**config.mk**
```make
export PLATFORM = sky130hd
export DESIGN_NAME = arp_reply_tx
export DESIGN_NICKNAME = d
export VERILOG_FILES = /design/src/rtl/eth_pkg.sv /design/src/rtl/crc32_d8.sv /design/src/rtl/arp_reply_tx.sv
export SDC_FILE = /design/constraint.sdc
export NUM_CORES = 1
export LEC_CHECK = 0
export ABC_AREA = 1
export CAP_MARGIN = 20
export CELL_PAD_IN_SITES_DETAIL_PLACEMENT = 0
export CELL_PAD_IN_SITES_GLOBAL_PLACEMENT = 1
export CORE_MARGIN = 2
export CORE_UTILIZATION = 45
export CTS_CLUSTER_DIAMETER = 30
export DETAILED_ROUTE_END_ITERATION = 10
export PLACE_DENSITY = 0.95
export SYNTH_ARGS = -nofsm -noshare
export SYNTH_HDL_FRONTEND = slang
export SYNTH_SLANG_ARGS = --single-unit
```
**constraint.sdc**
```tcl
create_clock -name aclk -period 7.55 [get_ports aclk]
set_clock_uncertainty 0.05 [all_clocks]
set_input_delay 1.1325 -clock aclk [delete_from_list [all_inputs] [get_ports aclk]]
set_output_delay 1.1325 -clock aclk [all_outputs]
set_load 0.01 [all_outputs]
```
**src/rtl/eth_pkg.sv**
```systemverilog
// Shared Ethernet/ARP constants and the transmit FSM state type used by the
// ARP reply generator and the receive-side FCS checker.
package eth_pkg;

   localparam logic [7:0]  PREAMBLE_BYTE         = 8'h55;
   localparam logic [7:0]  SFD_BYTE              = 8'hD5;

   localparam logic [15:0] ETH_TYPE_ARP          = 16'h0806;
   localparam logic [15:0] ARP_HTYPE_ETH         = 16'h0001;
   localparam logic [15:0] ARP_PTYPE_IPV4        = 16'h0800;
   localparam logic [15:0] ARP_OPER_REPLY        = 16'h0002;
   localparam logic [7:0]  ARP_HLEN_ETH          = 8'h06;
   localparam logic [7:0]  ARP_PLEN_IPV4         = 8'h04;

   localparam int          ETH_MIN_PAYLOAD_BYTES = 60;

   localparam logic [31:0] CRC32_POLY_REFL       = 32'hEDB88320;
   localparam logic [31:0] CRC32_INIT            = 32'hFFFFFFFF;

   typedef enum logic [2:0] {
      TX_IDLE,
      TX_PREAMBLE,
      TX_DATA,
      TX_FCS,
      TX_IFG
   } tx_state_t;

endpackage

```
**src/rtl/crc32_d8.sv**
```systemverilog
// Combinational byte-wide next-state function of the reflected Ethernet CRC-32.
// Bits of the data byte are consumed LSB first, as they go on the wire.
module crc32_d8
   import eth_pkg::*;
(
   input  logic [31:0] crc_in,
   input  logic [7:0]  data,
   output logic [31:0] crc_out
);

   logic [31:0] c;

   always_comb begin
      c = crc_in ^ {24'h000000, data};
      for (int i = 0; i < 8; i++) begin
         c = c[0] ? ((c >> 1) ^ CRC32_POLY_REFL) : (c >> 1);
      end
      crc_out = c;
   end

endmodule

```
**src/rtl/arp_reply_tx.sv**
```systemverilog
// ARP reply frame generator driving GMII TX: preamble, header, ARP body,
// zero padding and FCS, with a one-deep pending request and enforced IFG.
module arp_reply_tx
   import eth_pkg::*;
#(
   parameter int unsigned IFG_CYCLES = 12
)
(
   input  logic        aclk,
   input  logic        aresetn,
   input  logic        arp_data_valid,
   input  logic [47:0] rq_mac_s_addr,
   input  logic [31:0] rq_ip_s_addr,
   input  logic [47:0] mac_s_addr,
   input  logic [31:0] ip_s_addr,
   output logic [7:0]  gmii_txd,
   output logic        gmii_tx_en,
   output logic        gmii_tx_er,
   output logic        busy,
   output logic        tx_done
);

   localparam int         HDR_BYTES = 42;
   localparam logic [6:0] PRE_LAST  = 7'd7;
   localparam logic [6:0] DATA_LAST = 7'(ETH_MIN_PAYLOAD_BYTES - 1);
   localparam logic [6:0] FCS_LAST  = 7'd3;
   localparam logic [6:0] IFG_LAST  = 7'(IFG_CYCLES - 1);

   tx_state_t   state_q;
   logic [6:0]  cnt_q;
   logic [31:0] crc_q;
   logic [31:0] crc_d;

   logic [47:0] rqMac_q;
   logic [31:0] rqIp_q;
   logic [47:0] locMac_q;
   logic [31:0] locIp_q;

   logic        pending_q;
   logic [47:0] pendRqMac_q;
   logic [31:0] pendRqIp_q;

   logic [7:0]  txd_q;
   logic        txEn_q;
   logic        busy_q;
   logic        txDone_q;

   logic [0:HDR_BYTES-1][7:0] hdrBytes;
   logic [3:0][7:0]           fcsBytes;
   logic [7:0]                dataByte;
   logic [7:0]                fcsByte;
   logic                      exitPoint;
   logic                      startNow;
   logic [47:0]               loadRqMac;
   logic [31:0]               loadRqIp;

   // Byte 0 of the frame sits at the MSB end of the packed header.
   assign hdrBytes = {rqMac_q, locMac_q, ETH_TYPE_ARP,
                      ARP_HTYPE_ETH, ARP_PTYPE_IPV4, ARP_HLEN_ETH, ARP_PLEN_IPV4,
                      ARP_OPER_REPLY, locMac_q, locIp_q, rqMac_q, rqIp_q};

   assign fcsBytes  = ~crc_q;
   assign dataByte  = (cnt_q < 7'(HDR_BYTES)) ? hdrBytes[cnt_q[5:0]] : 8'h00;
   assign fcsByte   = fcsBytes[cnt_q[1:0]];

   crc32_d8 u_crc (
      .crc_in  (crc_q),
      .data    (dataByte),
      .crc_out (crc_d)
   );

   // A new frame may start only from IDLE or on the final IFG cycle; a trigger
   // arriving then wins over an older pending request.
   assign exitPoint = (state_q == TX_IDLE) || ((state_q == TX_IFG) && (cnt_q == IFG_LAST));
   assign startNow  = exitPoint && (arp_data_valid || pending_q);
   assign loadRqMac = arp_data_valid ? rq_mac_s_addr : pendRqMac_q;
   assign loadRqIp  = arp_data_valid ? rq_ip_s_addr  : pendRqIp_q;

   always_ff @(posedge aclk or negedge aresetn) begin
      if (!aresetn) begin
         state_q     <= TX_IDLE;
         cnt_q       <= '0;
         crc_q       <= CRC32_INIT;
         rqMac_q     <= '0;
         rqIp_q      <= '0;
         locMac_q    <= '0;
         locIp_q     <= '0;
         pending_q   <= 1'b0;
         pendRqMac_q <= '0;
         pendRqIp_q  <= '0;
         txd_q       <= 8'h00;
         txEn_q      <= 1'b0;
         busy_q      <= 1'b0;
         txDone_q    <= 1'b0;
      end else begin
         txd_q    <= 8'h00;
         txEn_q   <= 1'b0;
         txDone_q <= 1'b0;
         busy_q   <= (state_q != TX_IDLE);
         cnt_q    <= cnt_q + 7'd1;

         if (arp_data_valid && !exitPoint) begin
            pending_q   <= 1'b1;
            pendRqMac_q <= rq_mac_s_addr;
            pendRqIp_q  <= rq_ip_s_addr;
         end else if (startNow) begin
            pending_q   <= 1'b0;
         end

         if (startNow) begin
            rqMac_q  <= loadRqMac;
            rqIp_q   <= loadRqIp;
            locMac_q <= mac_s_addr;
            locIp_q  <= ip_s_addr;
            crc_q    <= CRC32_INIT;
            state_q  <= TX_PREAMBLE;
            cnt_q    <= '0;
         end

         case (state_q)
            TX_IDLE: begin
               if (!startNow) begin
                  cnt_q <= '0;
               end
            end
            TX_PREAMBLE: begin
               txd_q  <= (cnt_q == PRE_LAST) ? SFD_BYTE : PREAMBLE_BYTE;
               txEn_q <= 1'b1;
               if (cnt_q == PRE_LAST) begin
                  state_q <= TX_DATA;
                  cnt_q   <= '0;
               end
            end
            TX_DATA: begin
               txd_q  <= dataByte;
               txEn_q <= 1'b1;
               crc_q  <= crc_d;
               if (cnt_q == DATA_LAST) begin
                  state_q <= TX_FCS;
                  cnt_q   <= '0;
               end
            end
            TX_FCS: begin
               txd_q  <= fcsByte;
               txEn_q <= 1'b1;
               if (cnt_q == FCS_LAST) begin
                  state_q <= TX_IFG;
                  cnt_q   <= '0;
               end
            end
            TX_IFG: begin
               txDone_q <= (cnt_q == 7'd0);
               if ((cnt_q == IFG_LAST) && !startNow) begin
                  state_q <= TX_IDLE;
                  cnt_q   <= '0;
               end
            end
            default: begin
               state_q <= TX_IDLE;
               cnt_q   <= '0;
            end
         endcase
      end
   end

   assign gmii_txd   = txd_q;
   assign gmii_tx_en = txEn_q;
   assign gmii_tx_er = 1'b0;
   assign busy       = busy_q;
   assign tx_done    = txDone_q;

endmodule

```
Yosys cells after proc, flatten, opt, wreduce, memory -nomap -nowiden
Index checks and enable logic that the tools add are counted.

cells by class
  $add $sub $neg = 1
  multipliers = 0
  divide/modulo/power cells = 0
  $lt $le $gt $ge = 3
  equality and inequality tests = 8
  shift operators = 0
  mux-type cells = 37
  bitwise logic cells = 11
  reductions and logical operators = 14

operator list
  cell                 number
  $mux 32              11
  $not 13->14          8
  $bmux 8 s6           1
  $mux 48              1
  $mux 7               6
  $mux 8               5
  $pmux 7 s5           1
  $not 32->32          1
  $xor 32x8->32        1
  $pmux 8 s3           1
  $bmux 8 s2           1
  $mux 3               5
  $pmux 3 s5           1
  $add 7x1->7 const B  1
  $eq 7x2->1 const B   1
  $eq 7x3->1 const B   1
  $eq 7x4->1 const B   1
  $eq 7x6->1 const B   1
  $ge 7x7->1 const B   1
  $logic_not 7->1      1
  $lt 7x6->1 const B   1
  $not 6->7            1
  $eq 3x2->1 const B   2
  $logic_and 1x1->1    4
  other kinds (10)     16

storage, ports and cells
  register bits = 294
  bits in latches = 0
  RAM bits = 0
  ROM bits = 0
  input port bits = 163
  output and inout port bits = 12
  word-level logic and storage cells = 88
  memories kept = 0

Logic depth before layout (Yosys ltp)
Gate-level depths: netlist (run 1).

  word-level depth = 23
  depth in mapped cells = 24
  depth with buffers taken out = 22

Cells and area by module
From an unflattened synthesis (run 1), not the netlist that was laid out.

unflattened totals
  cell total of the unflattened synthesis = 2,023
  area, all modules = 15,269.6 µm²

by module, submodules not included
  module        instances  cells each  area each (µm²)  seq. area each (µm²)
  arp_reply_tx  1          1,827       14,193.6         7,397.1
  crc32_d8      1          196         1,076.0          0.0

Worst setup path after synthesis (run 1)
OpenSTA, ideal clock, no wires.

  path type = reg-to-reg
  from = register cnt_q[0]
  to = register crc_q[27]
  library setup time = 76 ps
  data arrival time = 2,524 ps
  required time = 7,424 ps
  slack = 4,900 ps
  stages on the path, launching flop included = 21
  buffers on the path = 4
  period minus slack after synthesis = 2,650 ps
  cells stage by stage = dfrtp_1 buf_6 inv_4 buf_6 buf_4 clkbuf_1 ha_1 o21ai_0 nor3_1 nor2_1 nand2_1 nand2_1 nand2_2 nand3_1 nand2_2 nand2_2 nand2_4 xor2_1 nand2_1 o21ai_1 nor2_1

between the ends
  longest elaborated chain between the ends = 18
  elaborated cells on any way between the ends = 25
  those cells by class = 1 x order compare; 1 x eq/ne; 13 x mux; 6 x bitwise; 4 x reduce/logical

ends and longest elaborated chain
  item                                       line                 source
  start: declaration                         arp_reply_tx.sv:30   logic [6:0] cnt_q;
  start signal: assignment                   arp_reply_tx.sv:100  cnt_q <= cnt_q + 7'd1;
  $not 6->7 (not written as such)            arp_reply_tx.sv:63   assign dataByte = (cnt_q < 7'(HDR_BYTES)) ? hdrBytes[cnt_q[5:0]] : 8'h00;
  $bmux 8 s6                                 arp_reply_tx.sv:63
  $mux 8 (not written as such) (2 in a row)  arp_reply_tx.sv:63
  $mux 8                                     arp_reply_tx.sv:63
  $xor 32x8->32                              crc32_d8.sv:14       c = crc_in ^ {24'h000000, data};
  $mux 32 (4 in a row)                       crc32_d8.sv:16       c = c[0] ? ((c >> 1) ^ CRC32_POLY_REFL) : (c >> 1);
  $not 13->14 (no line)                      -
  $mux 32                                    crc32_d8.sv:16
  $not 13->14 (no line)                      -
  $mux 32 (2 in a row)                       crc32_d8.sv:16
  $not 13->14 (no line)                      -
  $mux 32                                    crc32_d8.sv:16
  $mux 32                                    arp_reply_tx.sv:120  case (state_q)
  end signal: assignment                     arp_reply_tx.sv:137  crc_q <= crc_d;
  end: declaration                           arp_reply_tx.sv:31   logic [31:0] crc_q;

Several ways; a longest one is shown, not always the timed one. The select of a mux whose other input is x is not followed.
A chain may end at the register's enable or synchronous reset.

Final worst setup path (run 1)
  from = register cnt_q[0]
  to = register crc_q[23]

between the ends
  longest elaborated chain between the ends = 20
  elaborated cells on any way between the ends = 27
  those cells by class = 1 x order compare; 1 x eq/ne; 13 x mux; 8 x bitwise; 4 x reduce/logical

ends and longest elaborated chain
  item                                       line
  $not 6->7 (not written as such)            arp_reply_tx.sv:63
  $bmux 8 s6                                 arp_reply_tx.sv:63
  $mux 8 (not written as such) (2 in a row)  arp_reply_tx.sv:63
  $mux 8                                     arp_reply_tx.sv:63
  $xor 32x8->32                              crc32_d8.sv:14
  $mux 32                                    crc32_d8.sv:16
  $not 13->14 (no line)                      -
  $mux 32 (2 in a row)                       crc32_d8.sv:16
  $not 13->14 (no line)                      -
  $mux 32                                    crc32_d8.sv:16
  $not 13->14 (no line)                      -
  $mux 32 (2 in a row)                       crc32_d8.sv:16
  $not 13->14 (no line)                      -
  $mux 32                                    crc32_d8.sv:16
  $not 13->14 (no line)                      -
  $mux 32                                    crc32_d8.sv:16
  $mux 32                                    arp_reply_tx.sv:120

Several ways; a longest one is shown, not always the timed one. The select of a mux whose other input is x is not followed.

==> flow_metrics.tcl, run 1 <==
set metrics [dict create \
    status "complete, no violations" \
    power.density_cell_area_mw_per_mm2 508.7 \
    report.final.hold_viol_count 0 \
    comb_power_share 0.428 \
    synth-xor-area-share 0.01285 \
    critPathRequiredTime_ns 7.99 \
    tritoncts_clock_tree "done" \
    timing.critical_path.arrival_ns 4.86 \
    chipHeight_microns 190.7 \
    ys_seq_area_frac 0.4718 \
    synth_async_sr_flop_share 1.000 \
    area_growth_pct 27.63 \
    switching_power_uw 4398 \
    core-area_sq_mm 0.03446 \
    post-cts-setup-buffer-count 0 \
    number_of_buffers_added_by_the_clock_tree_synthesis_step 72 \
    share_clk_of_total_power 0.305 \
    clock_path_buffers 3 \
    number_of_max_slew_violations_in_the_final_report 0 \
    worst_reg2reg_setup_slack_ns 3.13 \
    antenna_cells 0 \
    holdWs_ns 0.4251 \
    post_synth_num_cell_types 39 \
    num_io_pins 175 \
    yosys.area_share.adder 0.003192 \
    synth_compound_area_frac 0.1348 \
    synthesis.yosys.warnings 0 \
    critPathSlowestCell "buf_4" \
    die-area_sq_mm 0.03635 \
    synthesis.instances 2151 \
    post_drt_wl_per_cell_microns 16.20 \
    place_congestion 0.9329 \
    fin_total_pwr_uw 10180 \
    synth-edff-count 0 \
    nFillCells 3088 \
    timing.hold.worst.class "reg -> reg" \
    largest_net_degree_at_the_start_of_global_routing 159 \
    internal_power_uw 5782 \
    maxSlewHeadroom 0.2811 \
    drtIter0Drc 1256 \
    firstDrtPassIters 7 \
    endpoint_kind "flop" \
    first_global_vias 14300 \
    clkLatencyLatePin_ns 0.56 \
    power.static_leakage_uw 0.009778 \
    syn-mean-instance-area_sq_um 7.290 \
    floorplan.initialDensity 0.4550 \
    cts_root_buf "clkbuf_16" \
    critPathBufInv 2 \
    post_cts.resized_instances 0 \
    cap_violations 0 \
    maximum_vdd_drop_mv 0.2401 \
    place.detailed.hpwl_microns 30150 \
    global_route_wire_length_before_repair_microns 73510 \
    vias_per_cell 5.178 \
    setup.worst_path.class "reg -> reg" \
    startpoint_type "flop" \
    multi_input_comb_area_sq_mm 0.006735 \
    seqCellArea_sq_mm 0.007401 \
    drc_errors 0 \
    post_route_cells_drive_above_1_share 0.1076 \
    predominant_post_synthesis_flop_cell "dfrtp_1" \
    cts.htree.levels 3 \
    routed-via-count 14536 \
    critical-path-top-cell-by-count "nand2_1" \
    portBuffers 173 \
    fp.dieW_microns 190.7 \
    tightest_slew_ns 1.078 \
    post-route-period-util 0.5852 \
    fin_setup_tns_ns 0 \
    final-instance-count-excl-fill 2807 \
    post-place-cells 2672 \
    antenna_found_initial 0 \
    synthSimpleGateAreaFrac 0.2777 \
    synth_fp_nets 2318 \
    globalRouteTotalUtil 0.2554 \
    count_of_standard_cell_rows 68 \
    achievable-frequency_mhz 226.3 \
    grt_remaining_overflow 0 \
    crit_chain "buf_4 -> inv_4 -> nand2_1 -> nand3_1 -> o21ai_0 -> nor2_1 -> a21oi_2 -> nand2_1 -> nand2_1 -> nand2_1 -> nand3_1 -> nand2_2 -> nand3_2 -> nand2_2 -> nor2_4 -> nand2_1 -> nand2_1 -> nor2_1" \
    sequential_fraction_of_design_power 0.266 \
    largest_family_of_logic_cells_by_synthesized_area "simple AND/OR/NAND/NOR gates" \
    detail-route-antenna-nets 0 \
    cp_max_fo 97 \
    synthMuxAreaShare 0 \
    layout_min_cycle_time_ns 4.418 \
    synth.cell_area_sq_mm 0.01568 \
    clkSinkCount 294 \
    postSynthRegisterBits 294 \
    cp_top_family "simple AND/OR/NAND/NOR gates" \
    setup_viol 0 \
    grt_setup_unrepaired "false" \
    post_route_wl_microns 45470 \
    postCtsHoldBufs 0 \
    num-nets-final 2460 \
    p_sw_frac 0.4320 \
    timing.critical_path.slowest_cell_delay_ns 0.78 \
    worst_setup_hold_path_clk_slew_ns 0.04 \
]
[final cells by class]
type,count,area share
flip-flops and latches,294,0.3698
well taps,455,0.02845
repair buffers,185,0.09278
clock inverters,50,0.02726
multi-input cells,1488,0.3366
inverters,252,0.04789
clock buffers,83,0.09722
[final timing paths]
check | startpoint | to | cells after the start
worst max register to register | cnt_q[0]$_DFF_PN0_ | crc_q[23]$_DFFE_PN1P_ | 18
worst min-delay path | locMac_q[23]$_DFFE_PN0P_ | locMac_q[23]$_DFFE_PN0P_ | 2
worst min register to register | locMac_q[23]$_DFFE_PN0P_ | locMac_q[23]$_DFFE_PN0P_ | 2
max in group asynchronous | aresetn | rqMac_q[39]$_DFFE_PN0P_ | 2
worst max-delay path | cnt_q[0]$_DFF_PN0_ | crc_q[23]$_DFFE_PN1P_ | 18
min in group asynchronous | aresetn | locIp_q[20]$_DFFE_PN0P_ | 1
[stage by stage]
step / util / setup slack [ns] / cell area [sq um]
2_1_floorplan: - / 4.900 / 15680
3_3_place_gp: 0.5074 / 3.140 / 17490
3_5_place_dp: 0.5074 / 3.084 / 17490
4_1_cts: 0.5797 / 3.243 / 19980
5_1_grt: 0.5808 / 2.615 / 20010
6_report: 0.5808 / 3.132 / 20010
[synth_stat cells, drive strengths merged, types with 22 or more instances]
master	number	area, sq um
buf	59	391.6
inv	250	943.4
dfrtp	262	6556
nand2	857	3344
dfstp	32	840.8
o21ai	325	1630
nand3	104	550.5
nor2	84	372.8
clkbuf	58	217.7
a21oi	34	173.9
xor2	22	192.7
o211ai	24	185.2
[metal layers]
layer / wire length [microns] / part of all wire / GRT usage
met5: 0 / 0 / 0
met1: 20060 / 0.44 / 0.3418
met2: 20740 / 0.46 / 0.3999
met3: 2950 / 0.065 / 0.05134
met4: 1723 / 0.038 / 0.1175
[logic make-up (layout without fill, tap and decap cells)]
family / Yosys count / after routing
buffers and inverters: 369 / 570
DFF: 294 / 294
xor gates and xnor gates: 23 / 23
other: 1 / 1
and+or+nand+nor: 1060 / 1060
adders and majority gates: 4 / 4
AOI/OAI and AO/OA: 400 / 400
[power groups by stage]
stage               sequential, uW  combinational (uW)  clock [uW]
CTS                           2700                4330        3140
global route                  2780                4940        3230
floorplan                     2600                3260           0
global placement              2700                4180           0
detailed placement            2720                4290           0
finish                        2710                4360        3110
[worst min-delay path, cell delays in order (launching register included)]
cell	delay, ns
dfrtp_1	0.33
nand2_1	0.05
nand2_1	0.06
[placed cells by master, fill, tap and decap left out, types with 33 or more instances in the layout]
cell type / Yosys / final
nand2_2: 33 / 33
dfrtp_1: 262 / 261
nand3_1: 98 / 98
clkdlybuf4s50_1: 0 / 171
o21ai_0: 299 / 299
inv_1: 238 / 237
clkbuf_16: 0 / 74
a21oi_1: 33 / 33
nand2_1: 818 / 818
nor2_1: 73 / 73
[registers in the layout (all words and copies together) (netlist names)]
signal and cells:
gmii_txd 8, pendRqMac_q 48, pending_q 1, gmii_tx_en 1, state_q 3, rqIp_q 32, tx_done 1, locMac_q 48
pendRqIp_q 32, crc_q 32, cnt_q 7, rqMac_q 48, locIp_q 32, busy 1
Power figures use the tool's default switching activity.
==> inputs of run 2 (changes only) <==
--- a/config.mk
+++ b/config.mk
@@ -10,10 +10,10 @@
 export CELL_PAD_IN_SITES_DETAIL_PLACEMENT = 0
 export CELL_PAD_IN_SITES_GLOBAL_PLACEMENT = 1
 export CORE_MARGIN = 2
-export CORE_UTILIZATION = 45
+export CORE_UTILIZATION = 38
 export CTS_CLUSTER_DIAMETER = 30
 export DETAILED_ROUTE_END_ITERATION = 10
-export PLACE_DENSITY = 0.95
+export PLACE_DENSITY = 0.87
 export SYNTH_ARGS = -nofsm -noshare
 export SYNTH_HDL_FRONTEND = slang
 export SYNTH_SLANG_ARGS = --single-unit
==> constraint.sdc (replaced) <==
create_clock -name aclk -period 3.6 [get_ports aclk]
set_clock_uncertainty 0.05 [all_clocks]
set_input_delay 0.54 -clock aclk [delete_from_list [all_inputs] [get_ports aclk]]
set_output_delay 0.54 -clock aclk [all_outputs]
set_load 0.01 [all_outputs]
==> run 2 against run 1 <==
Fmax grew 36%. Cell area grew 3.1%. Non-clock buffer count grew 20. Sequential share of layout area shrank 1.1 points. Register-to-register slack lost 2.8 ns. Wire length grew 7.0%. Largest power group unchanged.
==> flow_metrics.tcl, run 2 (synthesis gave the netlist of run 1 again) <==
set metrics [dict create \
    power.static_leakage_uw 0.01007 \
    r2r_cells 20 \
    drtIter0Drc 1199 \
    critPathRequiredTime_ns 4.04 \
    post_route_cells_drive_above_1_share 0.1173 \
    place.detailed.hpwl_microns 33950 \
    top_regs "locMac_q (48), pendRqMac_q (48), rqMac_q (48)" \
    portBuffers 173 \
    mostFrequentLayoutCell "nand2_1" \
    post_route_wl_microns 48670 \
    global_route_wire_length_before_repair_microns 77650 \
    firstDrtPassIters 7 \
    number_of_buffers_added_by_the_clock_tree_synthesis_step 81 \
    worst_reg2reg_setup_slack_ns 0.35 \
    first_global_vias 14318 \
    floorplan.initialDensity 0.3849 \
    finalWorstSetupSlack_ns 0.3476 \
    clkLatencyLatePin_ns 0.58 \
    area_growth_pct 31.62 \
    dp_slack_ns 0.3843 \
    layout_min_cycle_time_ns 3.252 \
    post_cts.resized_instances 0 \
    startpoint_type "flop" \
    clock_path_buffers 3 \
    grt_setup_unrepaired "false" \
    timing.critical_path.slowest_cell_delay_ns 0.59 \
    dpl-instance-area_sq_mm 0.01780 \
    timing.critical_path.arrival_ns 3.69 \
    fin_area_sq_mm 0.02064 \
    maxSlewHeadroom 0.4284 \
    setup_viol 0 \
    fin_setup_tns_ns 0 \
    post_drt_wl_per_cell_microns 16.67 \
    drc_errors 0 \
    antenna_cells 0 \
    fin_total_pwr_uw 22460 \
    detail-route-antenna-nets 0 \
    crit_chain "inv_4 -> buf_12 -> nand2_1 -> nand3_1 -> nand2_1 -> nor2_1 -> nand2_1 -> nand2_1 -> nand2_1 -> nand2_1 -> nand2_1 -> nand2_1 -> buf_4 -> nand3_1 -> nand2_2 -> nand3_2 -> nand2_2 -> nand2_2 -> nor2_1 -> nor2_1" \
    worstReg2RegEnd "crc_q[19]$_DFFE_PN1P_" \
    fp.dieW_microns 207.1 \
    layout_common_cells "818 x nand2_1, 299 x o21ai_0, 261 x dfrtp_1" \
    routed-via-count 14469 \
    number_of_max_slew_violations_in_the_final_report 0 \
    tritoncts_clock_tree "done" \
    num_io_pins 175 \
    grt_remaining_overflow 0 \
    cap_violations 0 \
    die-area_sq_mm 0.04290 \
    maximum_vdd_drop_mv 0.4567 \
    chipHeight_microns 207.1 \
    power.density_cell_area_mw_per_mm2 1088 \
    report.final.hold_viol_count 0 \
    timing.hold.worst.class "reg -> reg" \
    num-nets-final 2489 \
    min_delay_src "locMac_q[47]$_DFFE_PN0P_" \
    r2r-start "cnt_q[0]$_DFF_PN0_" \
    post-cts-setup-buffer-count 0 \
    status "complete, no violations" \
    min_to "locMac_q[47]$_DFFE_PN0P_" \
    achievable-frequency_mhz 307.5 \
    critPathSlowestCell "dfrtp_4" \
    critical-path-top-cell-by-count "nand2_1" \
    cp_max_fo 38 \
    setup.worst_path.class "reg -> reg" \
    count_of_standard_cell_rows 74 \
    cts.htree.levels 3 \
    clkSinkCount 294 \
    globalRouteTotalUtil 0.2271 \
    antenna_found_initial 0 \
    core-area_sq_mm 0.04074 \
    vias_per_cell 4.957 \
    tightest_slew_ns 0.8574 \
    place_congestion 0.9033 \
    cts_root_buf "clkbuf_16" \
    largest_net_degree_at_the_start_of_global_routing 105 \
    post-route-period-util 0.9034 \
    endpoint_kind "flop" \
    worst_hold_path.num_cells 2 \
    worst_setup_hold_path_clk_slew_ns 0.04 \
]
[run 2: per-stage QoR]
stage	hold slack (ns)	std cells	util
final	0.4212	2919	0.5066
after global routing	0.4375	2919	0.5066
after global placement	0.4117	2770	0.4370
after floorplan	0.1944	2151	-
after detailed placement	0.4138	2770	0.4370
after CTS	0.4113	2919	0.5066
[run 2: worst max path at each step]
stage / cells after the start / start / to / slack [ns]
floorplan: 20 / cnt_q[0]$_DFF_PN0_ / crc_q[27]$_DFFE_PN1P_ / 0.95
global placement: 15 / cnt_q[2]$_DFF_PN0_ / crc_q[8]$_DFFE_PN1P_ / 0.43
detailed placement: 16 / cnt_q[2]$_DFF_PN0_ / crc_q[15]$_DFFE_PN1P_ / 0.38
CTS: 20 / cnt_q[0]$_DFF_PN0_ / crc_q[19]$_DFFE_PN1P_ / 0.38
global route: 22 / cnt_q[0]$_DFF_PN0_ / crc_q[19]$_DFFE_PN1P_ / 0.09
finish: 20 / cnt_q[0]$_DFF_PN0_ / crc_q[19]$_DFFE_PN1P_ / 0.35
[run 2: repair_timing]
action,4_1_cts,5_1_grt
hold buffers,1,0
hold endpoints to repair,65,0
setup endpoints to repair,0,0
[run 2: worst max-delay path: cells and delay by family, from the launching register on]
family	cells	cell delay, ns
flops	1	0.59
buf+inv	3	0.77
simple gates	17	1.71
[run 2: area by class of cell]
class	count	area, sq um
sequential	294	7401
inverter	252	958.4
multi-input combinational	1488	6735
tap	532	665.6
fill	3931	20100
clock buffer	112	2365
timing repair buffer	205	2052
clock inverter	36	461.7
[run 2: power by group]
| group | switching [uW] | internal, uW | leakage (uW) | total [uW] |
|---|---|---|---|---|
| logic | 6480 | 2970 | 0.00511 | 9440 |
| registers | 763 | 4970 | 0.00359 | 5730 |
| clock network | 2100 | 5180 | 0.00137 | 7290 |
[run 2: metal layers]
| metal | wire [microns] | part of all wire | global-route usage |
|---|---|---|---|
| met1 | 21890 | 0.45 | 0.3057 |
| met4 | 1473 | 0.030 | 0.08350 |
| met2 | 21970 | 0.45 | 0.3584 |
| met3 | 3333 | 0.068 | 0.05185 |
| met5 | 0 | 0 | 0 |
==> inputs of run 3 (changes only) <==
--- a/config.mk
+++ b/config.mk
@@ -9,6 +9,7 @@
 export CAP_MARGIN = 20
 export CELL_PAD_IN_SITES_DETAIL_PLACEMENT = 0
 export CELL_PAD_IN_SITES_GLOBAL_PLACEMENT = 1
+export CORE_ASPECT_RATIO = 1.1
 export CORE_MARGIN = 2
 export CORE_UTILIZATION = 38
 export CTS_CLUSTER_DIAMETER = 30
==> run 3 against run 2 <==
Non-clock buffer count unchanged. First-iteration DRC count down 25%. Global-route usage about the same. Hold slack worse by 0.0038 ns. Clock-buffer cell count down 20. Cell area down 1.0%. Register-to-register slack better by 0.15 ns. Combinational power about the same. Total power down 1.6%.
==> flow_metrics.tcl, run 3 (synthesis gave the netlist of run 1 again) <==
set metrics [dict create \
    first_global_vias 14329 \
    cts.htree.levels 3 \
    die-area_sq_mm 0.04291 \
    global_route_wire_length_before_repair_microns 76400 \
    clkLatencyLatePin_ns 0.58 \
    achievable-frequency_mhz 322.8 \
    globalRouteTotalUtil 0.2272 \
    p_sw_frac 0.4180 \
    detail-route-antenna-nets 0 \
    layout_common_cells "818 x nand2_1, 299 x o21ai_0, 261 x dfrtp_1" \
    top_regs "locMac_q (48), pendRqMac_q (48), rqMac_q (48)" \
    critPathRequiredTime_ns 4.06 \
    seqCellArea_sq_mm 0.007401 \
    r2r-start "cnt_q[0]$_DFF_PN0_" \
    comb_power_share 0.426 \
    cts_root_buf "clkbuf_16" \
    antenna_cells 0 \
    fin_setup_tns_ns 0 \
    timing.critical_path.arrival_ns 3.55 \
    num-nets-final 2481 \
    nFillCells 3953 \
    setup.worst_path.start "cnt_q[0]$_DFF_PN0_" \
    largest_net_degree_at_the_start_of_global_routing 204 \
    place_congestion 0.9114 \
    status "complete, no violations" \
    maximum_vdd_drop_mv 0.9007 \
    area_growth_pct 30.26 \
    cp_max_fo 39 \
    floorplan.initialDensity 0.3825 \
    routed-via-count 14306 \
    setup_viol 0 \
    num_io_pins 175 \
    cap_violations 0 \
    antenna_found_initial 0 \
    layout_min_cycle_time_ns 3.098 \
    drc_errors 0 \
    portBuffers 173 \
    clock_path_buffers 3 \
    endpoint_kind "flop" \
    count_of_standard_cell_rows 78 \
    switching_power_uw 9241 \
    post_route_cells_drive_above_1_share 0.1125 \
    multi_input_comb_area_sq_mm 0.006735 \
    grt_setup_unrepaired "false" \
    post_drt_wl_per_cell_microns 16.47 \
    tritoncts_clock_tree "done" \
    grt_remaining_overflow 0 \
    power.static_leakage_uw 0.009968 \
    worst_setup_hold_path_clk_slew_ns 0.04 \
    setup.worst_path.class "reg -> reg" \
    internal_power_uw 12870 \
    drtIter0Drc 895 \
    sequential_fraction_of_design_power 0.256 \
    core-area_sq_mm 0.04099 \
    fin_util 0.4983 \
    power.density_cell_area_mw_per_mm2 1082 \
    post-route-period-util 0.8605 \
    startpoint_type "flop" \
    firstDrtPassIters 5 \
    tightest_slew_ns 0.9111 \
    min_delay_src "rqMac_q[36]$_DFFE_PN0P_" \
    report.final.hold_viol_count 0 \
    post_route_wl_microns 47640 \
    chipHeight_microns 217.1 \
    share_clk_of_total_power 0.318 \
    place.detailed.hpwl_microns 32870 \
    number_of_max_slew_violations_in_the_final_report 0 \
    mostFrequentLayoutCell "nand2_1" \
    fp.dieW_microns 197.7 \
    maxSlewHeadroom 0.3926 \
    clkSinkCount 294 \
    vias_per_cell 4.945 \
    timing.hold.worst.class "reg -> reg" \
    number_of_buffers_added_by_the_clock_tree_synthesis_step 73 \
]
## run 3: per-layer routing
layer / share of wire / wire length (microns) / vias to the layer above / global-route usage
met3: 0.052 / 2489 / 99 / 0.04045
met2: 0.47 / 22400 / 415 / 0.3723
met1: 0.44 / 21130 / 6717 / 0.2963
met5: 0 / 0 / - / 0
met4: 0.034 / 1615 / 0 / 0.09499
li1: - / - / 7075 / -
## run 3: area by class of cell
cell class	instances	share of cell area
Inverter	252	0.04692
Multi-Input combinational cell	1488	0.3298
Tap cell	520	0.03185
Clock buffer	92	0.09838
Sequential cell	294	0.3623
Clock inverter	42	0.03149
Timing Repair Buffer	205	0.09924
## run 3: final timing paths
path                       slack, ns  cells after the start                    endpoint
max in group asynchronous       1.95                      3  pendRqMac_q[1]$_DFFE_PN0P_
hold reg to reg                 0.42                      2     rqMac_q[36]$_DFFE_PN0P_
setup / recovery                0.50                     21       crc_q[15]$_DFFE_PN1P_
min in group asynchronous       0.49                      2     locIp_q[22]$_DFFE_PN0P_
setup reg to reg                0.50                     21       crc_q[15]$_DFFE_PN1P_
hold / removal                  0.42                      2     rqMac_q[36]$_DFFE_PN0P_
## run 3: per-stage QoR
| stage | setup WS, ns | hold WS [ns] | power, uW | cell area [sq um] | cells |
|---|---|---|---|---|---|
| 2_1_floorplan | 0.9504 | 0.1944 | 12300 | 15680 | 2151 |
| 3_3_place_gp | 0.5516 | 0.4087 | 14910 | 17760 | 2758 |
| 3_5_place_dp | 0.5371 | 0.4116 | 15050 | 17760 | 2758 |
| 4_1_cts | 0.5322 | 0.4244 | 22230 | 20420 | 2893 |
| 5_1_grt | 0.2237 | 0.4438 | 23800 | 20420 | 2893 |
| 6_report | 0.5020 | 0.4173 | 22110 | 20420 | 2893 |
## run 3: timing repair
item / CTS / global route
resized for setup: 0 / 0
hold endpoints to repair: 81 / 0
setup buffers: 0 / 0
hold buffers: 1 / 0
## run 3: critical path: stages (launching register included)
cell	delay (ns)
dfrtp_4	0.49
inv_4	0.33
buf_4	0.30
nand2_1	0.07
nand3_1	0.10
nand2_1	0.08
nand2_1	0.14
nand2_1	0.07
nand2_1	0.07
nand2_1	0.05
nand2_1	0.05
nand2_1	0.08
nand2_1	0.09
nand2_1	0.06
nand2_2	0.19
inv_2	0.09
nand2_1	0.11
nand2_1	0.09
nor2_2	0.21
inv_1	0.09
a21oi_1	0.14
nor2_1	0.07
## run 3: power by group through the flow
stage                     Combinational, uW  Sequential (uW)  Clock [uW]
final                                  9420             5660        7030
after global routing                  10700             5800        7320
after CTS                              9440             5660        7130
after global placement                 9250             5660           0
after floorplan                        6850             5450           0
after detailed placement               9370             5690           0
